$ cat config.mk
export PLATFORM = sky130hd
export DESIGN_NAME = hazard_ctrl
export DESIGN_NICKNAME = d
export VERILOG_FILES = /design/src/rtl/hazard_ctrl.sv
export SDC_FILE = /design/constraint.sdc
export NUM_CORES = 1
export LEC_CHECK = 0
export ABC_CLOCK_PERIOD_IN_PS = 3700
export CORE_MARGIN = 3
export CORE_UTILIZATION = 31
export DETAILED_ROUTE_END_ITERATION = 8
export PLACE_DENSITY = 0.83
export SYNTH_ARGS = -nofsm -noshare
export SYNTH_HDL_FRONTEND = slang
export SYNTH_SLANG_ARGS = --single-unit
export TNS_END_PERCENT = 1
$ cat constraint.sdc
create_clock -name Clk -period 3.7 [get_ports Clk]
set_input_delay 0.74 -clock Clk [delete_from_list [all_inputs] [get_ports Clk]]
set_output_delay 0.74 -clock Clk [all_outputs]
set_load 0.01 [all_outputs]
$ cat src/rtl/hazard_ctrl.sv
// hazard_ctrl: stall/flush/forwarding control and mult/div busy counter.
// Define HAZ_STALL_CNT_EN to add the Stall_Cnt stall-cycle counter.
module hazard_ctrl #(
  parameter int MULT_LAT = 5,
  parameter int DIV_LAT  = 10
) (
  input  logic        Clk,
  input  logic        Reset,
  input  logic [31:0] D_Instr,
  input  logic [31:0] E_Instr,
  input  logic [31:0] M_Instr,
  input  logic [31:0] W_Instr,
  input  logic [4:0]  E_A3,
  input  logic [4:0]  M_A3,
  input  logic [4:0]  W_A3,
  output logic        PC_Enable,
  output logic        RegD_Enable,
  output logic        RegE_Clr,
  output logic [2:0]  MFRD1D,
  output logic [2:0]  MFRD2D,
  output logic [2:0]  MFALUAE,
  output logic [2:0]  MFALUBE,
  output logic [2:0]  MFWDM,
`ifdef HAZ_STALL_CNT_EN
  output logic [31:0] Stall_Cnt,
`endif
  output logic        MD_Busy
);

  typedef struct packed {
    logic cal_r;
    logic cal_i;
    logic load;
    logic store;
    logic br;
    logic jal;
    logic jr;
    logic md;
    logic mul;
    logic mf;
    logic mt;
  } cls_t;

  function automatic cls_t decode(
    input logic [5:0] op,
    input logic [5:0] fn
  );
    cls_t c;
    logic r;
    c       = '0;
    r       = (op == 6'b000000);
    c.cal_r = r && (fn[5:2] == 4'b1000);
    c.cal_i = (op == 6'b001101) ||
              (op == 6'b001111);
    c.load  = (op == 6'b100011);
    c.store = (op == 6'b101011);
    c.br    = (op == 6'b000100);
    c.jal   = (op == 6'b000011);
    c.jr    = r && (fn == 6'b001000);
    c.md    = r && (fn[5:2] == 4'b0110);
    c.mul   = c.md && !fn[1];
    c.mf    = r && (fn == 6'b010000 ||
                    fn == 6'b010010);
    c.mt    = r && (fn == 6'b010001 ||
                    fn == 6'b010011);
    return c;
  endfunction

  // Priority pick of a forwarding source; a zero code means "not ready".
  function automatic logic [2:0] pick(
    input logic [4:0] src,
    input logic [4:0] ea3,
    input logic [4:0] ma3,
    input logic [4:0] wa3,
    input logic [2:0] ce,
    input logic [2:0] cm,
    input logic [2:0] cw
  );
    logic [2:0] s;
    s = 3'd0;
    if (src != 5'd0) begin
      if (ea3 == src && ce != 3'd0)
        s = ce;
      else if (ma3 == src && cm != 3'd0)
        s = cm;
      else if (wa3 == src && cw != 3'd0)
        s = cw;
    end
    return s;
  endfunction

  function automatic logic haz(
    input logic [4:0] src,
    input logic       used,
    input logic [1:0] tuse,
    input logic [4:0] ea3,
    input logic [4:0] ma3,
    input logic [1:0] tne,
    input logic [1:0] tnm
  );
    return used && (src != 5'd0) &&
      ((ea3 == src && tne > tuse) ||
       (ma3 == src && tnm > tuse));
  endfunction

  cls_t d_c, e_c, m_c, w_c;

  assign d_c = decode(D_Instr[31:26], D_Instr[5:0]);
  assign e_c = decode(E_Instr[31:26], E_Instr[5:0]);
  assign m_c = decode(M_Instr[31:26], M_Instr[5:0]);
  assign w_c = decode(W_Instr[31:26], W_Instr[5:0]);

  logic [4:0] d_rs, d_rt, e_rs, e_rt, m_rt;

  assign d_rs = D_Instr[25:21];
  assign d_rt = D_Instr[20:16];
  assign e_rs = E_Instr[25:21];
  assign e_rt = E_Instr[20:16];
  assign m_rt = M_Instr[20:16];

  logic       rs_use, rt_use;
  logic [1:0] rs_tuse, rt_tuse;

  assign rs_use = d_c.br | d_c.jr | d_c.cal_r |
                  d_c.cal_i | d_c.load |
                  d_c.store | d_c.md | d_c.mt;
  assign rt_use = d_c.br | d_c.cal_r |
                  d_c.store | d_c.md;
  assign rs_tuse = (d_c.br | d_c.jr) ? 2'd0 : 2'd1;
  assign rt_tuse = d_c.br    ? 2'd0 :
                   d_c.store ? 2'd2 : 2'd1;

  logic [1:0] e_tnew, m_tnew;

  assign e_tnew = e_c.load ? 2'd2 :
                  (e_c.cal_r | e_c.cal_i | e_c.mf) ?
                  2'd1 : 2'd0;
  assign m_tnew = m_c.load ? 2'd1 : 2'd0;

  logic reg_stall, md_stall, stall;
  logic d_mdc;

  assign reg_stall =
    haz(d_rs, rs_use, rs_tuse, E_A3, M_A3,
        e_tnew, m_tnew) ||
    haz(d_rt, rt_use, rt_tuse, E_A3, M_A3,
        e_tnew, m_tnew);

  assign d_mdc    = d_c.md | d_c.mf | d_c.mt;
  assign md_stall = d_mdc && (MD_Busy || e_c.md);
  assign stall    = reg_stall | md_stall;

  assign PC_Enable   = ~stall;
  assign RegD_Enable = ~stall;
  assign RegE_Clr    = stall;

  logic m_val, w_val;
  logic [2:0] e_fd, m_fd, w_fd, m_fe, w_fe;

  assign m_val = m_c.cal_r | m_c.cal_i | m_c.mf;
  assign w_val = w_c.cal_r | w_c.cal_i | w_c.mf;

  assign e_fd = e_c.jal ? 3'd1 : 3'd0;
  assign m_fd = m_val     ? 3'd2 :
                m_c.jal   ? 3'd3 : 3'd0;
  assign w_fd = w_val     ? 3'd4 :
                w_c.load  ? 3'd5 :
                w_c.jal   ? 3'd6 : 3'd0;
  assign m_fe = m_val     ? 3'd1 :
                m_c.jal   ? 3'd2 : 3'd0;
  assign w_fe = w_c.load  ? 3'd3 : 3'd0;

  assign MFRD1D  = pick(d_rs, E_A3, M_A3, W_A3,
                        e_fd, m_fd, w_fd);
  assign MFRD2D  = pick(d_rt, E_A3, M_A3, W_A3,
                        e_fd, m_fd, w_fd);
  assign MFALUAE = pick(e_rs, 5'd0, M_A3, W_A3,
                        3'd0, m_fe, w_fe);
  assign MFALUBE = pick(e_rt, 5'd0, M_A3, W_A3,
                        3'd0, m_fe, w_fe);

  assign MFWDM = (m_c.store && w_c.load &&
                  m_rt != 5'd0 && W_A3 == m_rt) ?
                 3'd1 : 3'd0;

  // Busy window opens at the edge the md op leaves E.
  logic [3:0] cnt_q, cnt_d;

  always_comb begin
    cnt_d = cnt_q;
    if (e_c.md)
      cnt_d = e_c.mul ? 4'(MULT_LAT) : 4'(DIV_LAT);
    else if (cnt_q != 4'd0)
      cnt_d = cnt_q - 4'd1;
  end

  always_ff @(posedge Clk or posedge Reset) begin
    if (Reset) cnt_q <= 4'd0;
    else       cnt_q <= cnt_d;
  end

  assign MD_Busy = (cnt_q != 4'd0);

`ifdef HAZ_STALL_CNT_EN
  logic [31:0] scnt_q, scnt_d;

  assign scnt_d = stall ? scnt_q + 32'd1 : scnt_q;

  always_ff @(posedge Clk or posedge Reset) begin
    if (Reset) scnt_q <= 32'd0;
    else       scnt_q <= scnt_d;
  end

  assign Stall_Cnt = scnt_q;
`endif

  logic unused_bits;

  assign unused_bits = ^{D_Instr[15:6], E_Instr[15:6],
                         M_Instr[25:21], M_Instr[15:6],
                         W_Instr[25:6], d_c.jal, d_c.mul,
                         e_c.store, e_c.br, e_c.jr,
                         e_c.mt, m_c.load, m_c.br,
                         m_c.jr, m_c.md, m_c.mul,
                         m_c.mt, w_c.store, w_c.br,
                         w_c.jr, w_c.md, w_c.mul,
                         w_c.mt};

endmodule

[After elaboration in Yosys (flattened, before gate mapping)]
Index checks and enable logic that the tools add are counted.
Storage, ports and cells
  logic and storage cells: 170
  register bits: 4
  output and inout port bits: 19
Cells by class
  equal/unequal tests: 46
  mux-type cells: 33
  bitwise gates (word level): 20
  order comparisons: 4
  add/sub/neg operators: 1
  reduce and logical (&&, ||, !) cells: 65
Operators with widths (number)
  equality test 6 x 5 -> 1 bit, second input constant: 10
  equality test 5 bit: 11
  equality test 6 x 4 -> 1 bit, second input constant: 9
  equality test 6 bit, second input constant: 6
  logical AND 1 bit: 35
  two-way mux 3 bit: 11
  two-way mux 2 bit: 14
  nonzero test 5 bit: 5
  zero test 6 bit: 4
  bitwise OR 1 bit: 19
  equality test 6 x 2 -> 1 bit, second input constant: 3
  equality test 4 bit, second input constant: 4
  nonzero test 3 bit: 5
  logical OR 1 bit: 13
  two-way mux 4 bit: 3
  equality test 4 x 3 -> 1 bit, second input constant: 2
  equality test 6 x 3 -> 1 bit, second input constant: 1
  two-way mux 1 bit: 5
  nonzero test 4 bit: 1
  subtractor 4 x 1 -> 4 bit, second input constant: 1
  greater-than comparator 1 x 2 -> 1 bit: 1
  greater-than comparator 2 x 1 -> 1 bit: 1
  greater-than comparator 2 bit: 1
  nonzero test 2 bit: 1
  3 further kinds: 3

[Depth between registers and ports, before layout]
  depth after elaboration: 14
  depth in mapped cells: 13

[Worst setup path after synthesis]
No wires, ideal clock.
  kind: in2out
  from: input E_Instr[26]
  to: output RegD_Enable
  slack: 350 ps
  cell stages on the path: 12
  required time: 2960 ps
  path buffers: 1
  arrival time: 2610 ps
  cell sequence: nor4_1 > nand2_1 > nor3_1 > a31oi_1 > or2_2 > ha_1 > nor2_1 > nor2_1 > nor2_1 > a21oi_1 > o311a_1 > buf_4
Between the ends
  word-level cells in the longest chain between the ends: 13
  elaborated cells on any way between the ends: 25
  classes of those cells: 2 x order compare; 3 x eq/ne; 2 x mux; 4 x bitwise; 14 x reduce/logical
Ends and longest elaborated chain
  start: declaration: line 10  | input logic [31:0] E_Instr,
  equality test 6 x 4 -> 1 bit, or another cell as far along: line 53  | c.cal_i = (op == 6'b001101) ||
  logical OR 1 bit / logical AND 1 bit (equally long branches): line 53, 52
  bitwise OR 1 bit (2 in a row): line 136  | (e_c.cal_r | e_c.cal_i | e_c.mf) ?
  two-way mux 1 bit: line 136
  two-way mux 2 bit: line 135  | assign e_tnew = e_c.load ? 2'd2 :
  greater-than comparator 2 x 1 -> 1 bit / greater-than comparator 2 bit (equally long branches): line 102  | ((ea3 == src && tne > tuse) ||
  logical AND 1 bit: line 102
  logical OR 1 bit: line 102
  logical AND 1 bit: line 101  | return used && (src != 5'd0) &&
  logical OR 1 bit: line 145  | e_tnew, m_tnew) ||
  bitwise OR 1 bit (*): line 151  | assign stall = reg_stall | md_stall;
  inverter 1 bit (*)
  end: declaration: line 17  | output logic RegD_Enable,
Every way passes the cells marked *; elsewhere a longest branch is shown, timed or not.

[Worst setup path after layout]
  from: input M_Instr[26]
  to: output MFRD2D[0]
Between the ends
  word-level cells in the longest chain between the ends: 10
  elaborated cells on any way between the ends: 16
  classes of those cells: 3 x eq/ne; 5 x mux; 2 x bitwise; 6 x reduce/logical
Ends and longest elaborated chain
  start: declaration: line 11  | input logic [31:0] M_Instr,
  equality test 6 x 4 -> 1 bit, or another cell as far along: line 53
  logical OR 1 bit / logical AND 1 bit (equally long branches): line 53, 52
  bitwise OR 1 bit (2 in a row): line 160  | assign m_val = m_c.cal_r | m_c.cal_i | m_c.mf;
  two-way mux 2 bit (*): line 164  | assign m_fd = m_val ? 3'd2 :
  nonzero test 3 bit: line 84  | else if (ma3 == src && cm != 3'd0)
  logical AND 1 bit: line 84
  two-way mux 3 bit (*): line 84
  two-way mux 3 bit (*): line 82  | if (ea3 == src && ce != 3'd0)
  two-way mux 3 bit (*): line 81  | if (src != 5'd0) begin
  end: declaration: line 20  | output logic [2:0] MFRD2D,
Marked as above.

==> PnR_summary.wiki <==
{| class="wikitable"
! Metric !! Value
|-
| Run status || finished clean
|-
| TritonCTS clock tree || built
|-
| Setup Crit Path Kind || input pin to primary output
|-
| All-layer global routing usage || 0.189
|-
| Met3 track utilization from global routing || 0.0214
|-
| Final Instance Count excl. Fillers || 461
|-
| Number of placed cells counting well taps || 449
|-
| Largest stage delay on the critical path || 490 ps
|-
| Sequential cell area fraction in the yosys report || 0.0593
|-
| Maximum root-to-sink buffer count || 2
|-
| Share of the clock period used by the worst path || 0.968
|-
| Number of cell rows || 26
|-
| Maximum number of pins on one net before global-route repair || 7
|-
| Count of nets after finishing || 544
|-
| Mean routed wirelength per cell || 13.9 um
|-
| Data arrival time of the critical path || 2840 ps
|-
| Via total after detailed routing || 2311
|-
| Top Registers || cnt_q (4)
|-
| Met2 Track Usage GR || 0.383
|-
| Highest attainable clock frequency || 0.279 GHz
|-
| Average footprint of a synthesized cell || 7.06 um^2
|-
| Leakage power summed over all cells || around 1.4 nW
|-
| Critical Path Fanout Max || 6
|-
| Mean number of vias per cell || 5.01
|-
| Leftover overflow at the end of global routing || 0
|-
| Post-synthesis instance total || 239
|-
| Share of synthesized flip-flops with an asynchronous set or reset || 1.00
|-
| Post-layout power || 560 uW
|-
| Hold Buf Count CTS || 0
|-
| Instance area at placement || 0.00310 mm^2
|-
| Hold violation count in the final report || 0
|-
| Number of antenna violations at the first check in global routing || 0
|-
| Vias in the first global route || 2289
|-
| Class of the worst hold path || flip-flop to flip-flop
|-
| Share of final-layout standard cells stronger than drive strength 1 || 0.243
|-
| Slowest stage cell on the critical path || sky130_fd_sc_hd__clkdlybuf4s50_1
|-
| Clock sink count || 4
|-
| CP Launch Type || input pin
|-
| Starting utilization of the core area || 0.326
|-
| Antenna cell count || 0
|-
| Wire length of the first global-routing pass || 9800 um
|-
| Final RePlAce weighted congestion || 0.877
|-
| Power per Cell Area || 169 mW/mm^2
|-
| Worst vdd rail ir drop || around 0.27 mV
|-
| Clk network pwr share || 0.162
|-
| Cell-internal power || roughly 350 uW
|-
| Number of max-slew violations in the final report || 0
|-
| Fin Clk Skew || 3.79 ps
|-
| Final Core Density || 0.642
|-
| Total I/O pin count || roughly 160
|-
| Number of enable flip-flop cells after synthesis || 0
|-
| Final setup violating endpoints || 0
|-
| Cell type group with the largest total delay on the critical path || buffers and inverters
|-
| Cell variety after synth || between 50 and 60
|-
| Total routed wirelength || 6390 um
|-
| Floorplan die width || 79.8 um
|-
| Predominant post-synthesis flop cell || sky130_fd_sc_hd__dfrtp_1
|-
| Post-route cell area || approximately 0.0033 mm^2
|-
| Critical-path cell list || clkdlybuf4s50_1, nor4_4, o211ai_2, a311oi_4, buf_4, and2b_2, o22ai_2, a21boi_2, dlygate4sd2_1
|-
| Clock transition at path regs || around 30 ps
|-
| Combined area of all synthesized cells || 0.00169 mm^2
|-
| GR Util met1 || 0.209
|-
| Detailed Route Iter0 Violations || 67
|-
| DIE AREA || 0.00637 mm^2
|-
| Count of buffer and inverter cells on the critical path || 3
|-
| Number of H-tree levels || 1
|-
| Number of synthesis warnings || 0
|-
| Switching power total || 208 uW
|-
| Number of iterations in the first detailed-routing pass || 4
|-
| Switching power as a share of total power || 0.371
|-
| Clock latency at the later pin of the worst-skew pair || 220 ps
|-
| Final HPWL from detailed placement || 5360 um
|-
| Max reg flops || 4
|-
| Buffer type at the clock tree root || sky130_fd_sc_hd__clkbuf_8
|-
| Worst Path Required || approximately 3000 ps
|-
| Number of flip-flops and latches in the synthesized netlist || 4
|-
| Gr busiest metal || met2
|-
| Time the final worst path needs with I/O delays and setup || 3580 ps
|-
| Proportion of power drawn by flip-flops and latches || 0.151
|-
| Portion of total power attributed to combinational logic || 0.687
|-
| Maxcap violations || 0
|-
| Type of destination of the critical path || primary output
|-
| Register with the most flip-flops || cnt_q
|-
| Count of unresolved DRC violations after routing || 0
|-
| Number of buffers created by CTS || 3
|-
| Remaining antenna violation count after routing || 0
|-
| Synthesis-to-layout area growth || 96.8%
|-
| Floorplan core area || between 0.005 and 0.006 mm^2
|-
| Count of input and output buffers || around 100
|-
| Chip height || roughly 80 um
|}
-- final timing paths --
check / startpoint / endpoint / slack, ps / cells past startpoint
max: M_Instr[26] / MFRD2D[0] / 120 / 9
min: cnt_q[1] / cnt_q[1] / 600 / 2
min reg2reg: cnt_q[1] / cnt_q[1] / 600 / 2
min in group asynchronous: Reset / cnt_q[1] / 710 / 2
max in group asynchronous: Reset / cnt_q[2] / 2840 / 2
max reg2reg: cnt_q[0] / cnt_q[2] / 2080 / 6
-- worst reg2reg max path, stage by stage, from the launching register on --
cell and delay [ps]:
sky130_fd_sc_hd__dfrtp_1 370, sky130_fd_sc_hd__inv_1 120, sky130_fd_sc_hd__ha_1 170, sky130_fd_sc_hd__nor3b_1 430, sky130_fd_sc_hd__inv_1 180, sky130_fd_sc_hd__nand2_1 130, sky130_fd_sc_hd__o22ai_1 90
-- cells by family (layout without fill, tap and decap cells) --
family / count (synthesis) / in the layout / synth area share
adders and majority gates: 6 / 6 / 0.0445
and+or+nand+nor: 107 / 107 / 0.348
DFF: 4 / 4 / 0.0593
AOI/OAI and AO/OA: 39 / 39 / 0.176
muxes: 2 / 2 / 0.0119
other: 1 / 4 / 0.00222
xor gates and xnor gates: 57 / 57 / 0.296
buffers and inverters: 23 / 172 / 0.0623
-- layout make-up --
cell class              count  area [um^2]
flip-flops and latches      4          100
repair buffers            158         1440
clock buffers               3         41.3
inverters                  11         41.3
multi-input cells         215         1610
fillers                   428         1850
well taps                  70         87.6
-- repair_timing --
action                                  in CTS  in global routing
buffers inserted                             7                  2
resized for setup                           28                 30
pin swaps                                   10                 18
endpoints found under the setup margin      13                  6
endpoints found under the hold margin        0                  0
gates cloned                                 0                  0
-- Yosys cell counts (3+ instances only) --
master / n / area share
sky130_fd_sc_hd__o21ai_0: 3 / 0.0089
sky130_fd_sc_hd__ha_1: 6 / 0.044
sky130_fd_sc_hd__or4_1: 4 / 0.018
sky130_fd_sc_hd__dfrtp_1: 4 / 0.059
sky130_fd_sc_hd__a21oi_1: 13 / 0.039
sky130_fd_sc_hd__nor2b_1: 5 / 0.019
sky130_fd_sc_hd__inv_1: 11 / 0.024
sky130_fd_sc_hd__nand2b_1: 5 / 0.019
sky130_fd_sc_hd__clkbuf_1: 7 / 0.016
sky130_fd_sc_hd__nor3_1: 13 / 0.039
sky130_fd_sc_hd__nor2_1: 23 / 0.051
sky130_fd_sc_hd__nand2_1: 16 / 0.036
sky130_fd_sc_hd__buf_4: 5 / 0.022
sky130_fd_sc_hd__xnor2_1: 31 / 0.16
sky130_fd_sc_hd__nand3_1: 16 / 0.047
sky130_fd_sc_hd__nor4_1: 7 / 0.026
sky130_fd_sc_hd__xor2_1: 26 / 0.13
-- per-layer routing --
layer  vias up  wire (um)
met2        64       3600
met5         -          0
met3         4        297
li1       1145          -
met4         0         19
met1      1098       2470
-- placed cells by master, fill, tap and decap left out, types with 5 or more instances in the layout --
cell / n
sky130_fd_sc_hd__nor3_1: 12
sky130_fd_sc_hd__nor2b_1: 5
sky130_fd_sc_hd__xnor2_1: 31
sky130_fd_sc_hd__nand3_1: 16
sky130_fd_sc_hd__xor2_1: 26
sky130_fd_sc_hd__nor2_1: 21
sky130_fd_sc_hd__nand2_1: 15
sky130_fd_sc_hd__dlygate4sd2_1: 7
sky130_fd_sc_hd__dlymetal6s2s_1: 13
sky130_fd_sc_hd__inv_1: 11
sky130_fd_sc_hd__a21oi_1: 10
sky130_fd_sc_hd__clkdlybuf4s50_1: 77
sky130_fd_sc_hd__buf_4: 56
-- per-stage QoR --
stage / hold slack, ps / setup WS [ps] / setup TNS (ps)
2_1_floorplan: 506 / 350 / 0
3_3_place_gp: 575 / -540 / -2480
3_5_place_dp: 575 / -551 / -2990
4_1_cts: 592 / -138 / -341
5_1_grt: 660 / -25.8 / -47.0
6_report: 601 / 117 / 0
-- power groups by stage --
stage | clock [mW] | combinational [mW] | sequential (mW)
detailed placement | 0 | 0.376 | 0.0843
global placement | 0 | 0.355 | 0.0836
finish | 0.0908 | 0.385 | 0.0846
CTS | 0.0924 | 0.382 | 0.0838
global route | 0.0974 | 0.424 | 0.0868
floorplan | 0 | 0.180 | 0.0813
Power figures use the tool's default switching activity.
==> RTL change: new RTL, config.mk and constraints unchanged <==
Register the output `MFALUAE`, without a reset; this adds one clock of latency there. The other outputs are not delayed to match.
--- a/src/rtl/hazard_ctrl.sv
+++ b/src/rtl/hazard_ctrl.sv
@@ -174,8 +174,9 @@
                         e_fd, m_fd, w_fd);
   assign MFRD2D  = pick(d_rt, E_A3, M_A3, W_A3,
                         e_fd, m_fd, w_fd);
-  assign MFALUAE = pick(e_rs, 5'd0, M_A3, W_A3,
-                        3'd0, m_fe, w_fe);
+  always_ff @(posedge Clk) begin
+    MFALUAE <= pick(e_rs, 5'd0, M_A3, W_A3, 3'd0, m_fe, w_fe);
+  end
   assign MFALUBE = pick(e_rt, 5'd0, M_A3, W_A3,
                         3'd0, m_fe, w_fe);
 
Behaviour: not the same (Yosys sat finds a counterexample within 4 cycles, from zero or initial values and one cycle with Reset high).
==> RTL change against the unedited design <==
- the flow now finishes with violations (setup timing)
- count of clock-buffer cells in the layout up 1
- critical path type unchanged
- routed wire length up 0.50%
- critical endpoint is now MFALUBE[0]
- design area shrank 1.7%
- sequential power grew 24%
- critical path depth unchanged
- area after synthesis up 4.7%
- sequential share of layout area up 1.3 points
- global-route usage rose by 0.13 points
- sequential cell count up 2
- power up 6.9%
- largest power group unchanged
- worst setup slack worse by 0.29 ns
==> RTL change: results (changes against the unedited design) <==
----------------------------------------------------
[Drt]
  Vias per std cell ... 5.08 (+1.3%)
  Violation count after the first detailed-routing iteration ... 83 (+24%)
  Detailed-route wire length ... 6.43 mm (+0.50%)

[Global route]
  Wire length of the first global-routing pass ... 10.1 mm (+3.1%)
  GRT Total Usage ... 19.0% (+0.13 points)

[Power]
  Leakage Power ... 0.00130 uW (-10%)
  Power in the clock group ... 101 uW (+11%)
  Switching pwr ... 208 uW (about the same)

[Synthesis]
  Most frequent cells after synthesis ... xnor2_1 (34), xor2_1 (21), nand2_1 (20), nor2_1 (18), nor3_1 (12)
  Netlist cell types ... 57 (+7.5%)
  Sequential element share of the synthesized area ... 7.93% (+2.0 points)
  Fraction of synthesis flops using an asynchronous set or reset pin ... 66.7% (-33 points)

[Timing]
  Count of final setup violators ... 3 (+3)
  Final hold slack ... 0.610 ns (+0.00887 ns)
  Worst-case setup margin in the final layout ... -0.172 ns (-0.289 ns)
  Layout Skew ... 0.000276 ns (-0.00352 ns)

[Critical path]
  Endpoint of the worst-slack reg-to-reg timing path ... cnt_q[1]$_DFFE_PP0P_
  Arrival time of the worst setup path ... 3.13 ns (+0.29 ns)
  Crit-path max cell delay ... 0.54 ns (+0.05 ns)
  Worst Path Max Fanout ... 7 (+1)

[Status]
  Run status ... complete, but fails checks
  Violations in the final reports ... setup timing

[Place]
  Placed cell count ... 460 (+2.4%)
  Weighted congestion at the end of routability-driven global placement ... 0.855 (-2.5%)

[Final layout]
  Share of final-layout standard cells stronger than drive strength 1 ... 19.7% (-4.5 points)

----------------------------------------------------
## RTL change: layout make-up
type,instances,share of cell area (%)
multi-input combinational,224,48.6
timing repair buffer,154,42.2
inverter,7,0.804
sequential,6,4.29
tap,70,2.68
clock buffer,4,1.38
## RTL change: metrics by stage
step                      utilization [%]  worst slack [ns]  total power (uW)  TNS [ns]  area (um2)
after CTS                            61.2            -0.193               600    -0.696        3250
final                                61.6            -0.172               599    -0.408        3270
after global placement               60.5            -0.698               483     -2.90        3210
after global routing                 61.6            -0.244               651     -1.03        3270
after floorplan                         -             0.179               295         0        1780
after detailed placement             60.5            -0.737               497     -3.16        3210
## RTL change: per-layer routing
layer	vias to the layer above	wire length, um	track usage, %
met5	-	0	0
met4	0	29	3.38
met3	2	461	2.19
met2	89	3270	36.2
met1	1088	2660	22.8
li1	1182	-	-
## RTL change: logic make-up (layout without fill, tap and decap cells)
logic type | after synthesis | in the layout | share of synthesized area (%)
simple gates | 115 | 115 | 37.5
xor+xnor | 55 | 55 | 27.3
compound gates | 42 | 42 | 16.7
buf+inv | 18 | 165 | 4.89
fa+ha+maj | 6 | 6 | 4.25
flops | 6 | 6 | 7.93
mux | 2 | 2 | 1.20
other cells | 1 | 4 | 0.212
## RTL change: worst max path at each step
stage	slack, ns	start	depth (start not counted)	endpoint
3_3_place_gp	-0.70	D_Instr[26]	10	RegE_Clr
4_1_cts	-0.19	E_Instr[29]	8	MFRD2D[2]
2_1_floorplan	0.18	D_Instr[26]	9	RegD_Enable
6_report	-0.17	M_Instr[29]	9	MFALUBE[0]
3_5_place_dp	-0.74	D_Instr[26]	10	RegE_Clr
5_1_grt	-0.24	M_Instr[29]	9	MFALUBE[0]
## RTL change: repair_timing
action	CTS	global route
gates resized for setup	39	4
endpoints found under the setup margin	11	9
pin swaps	11	3
buffers inserted	1	0
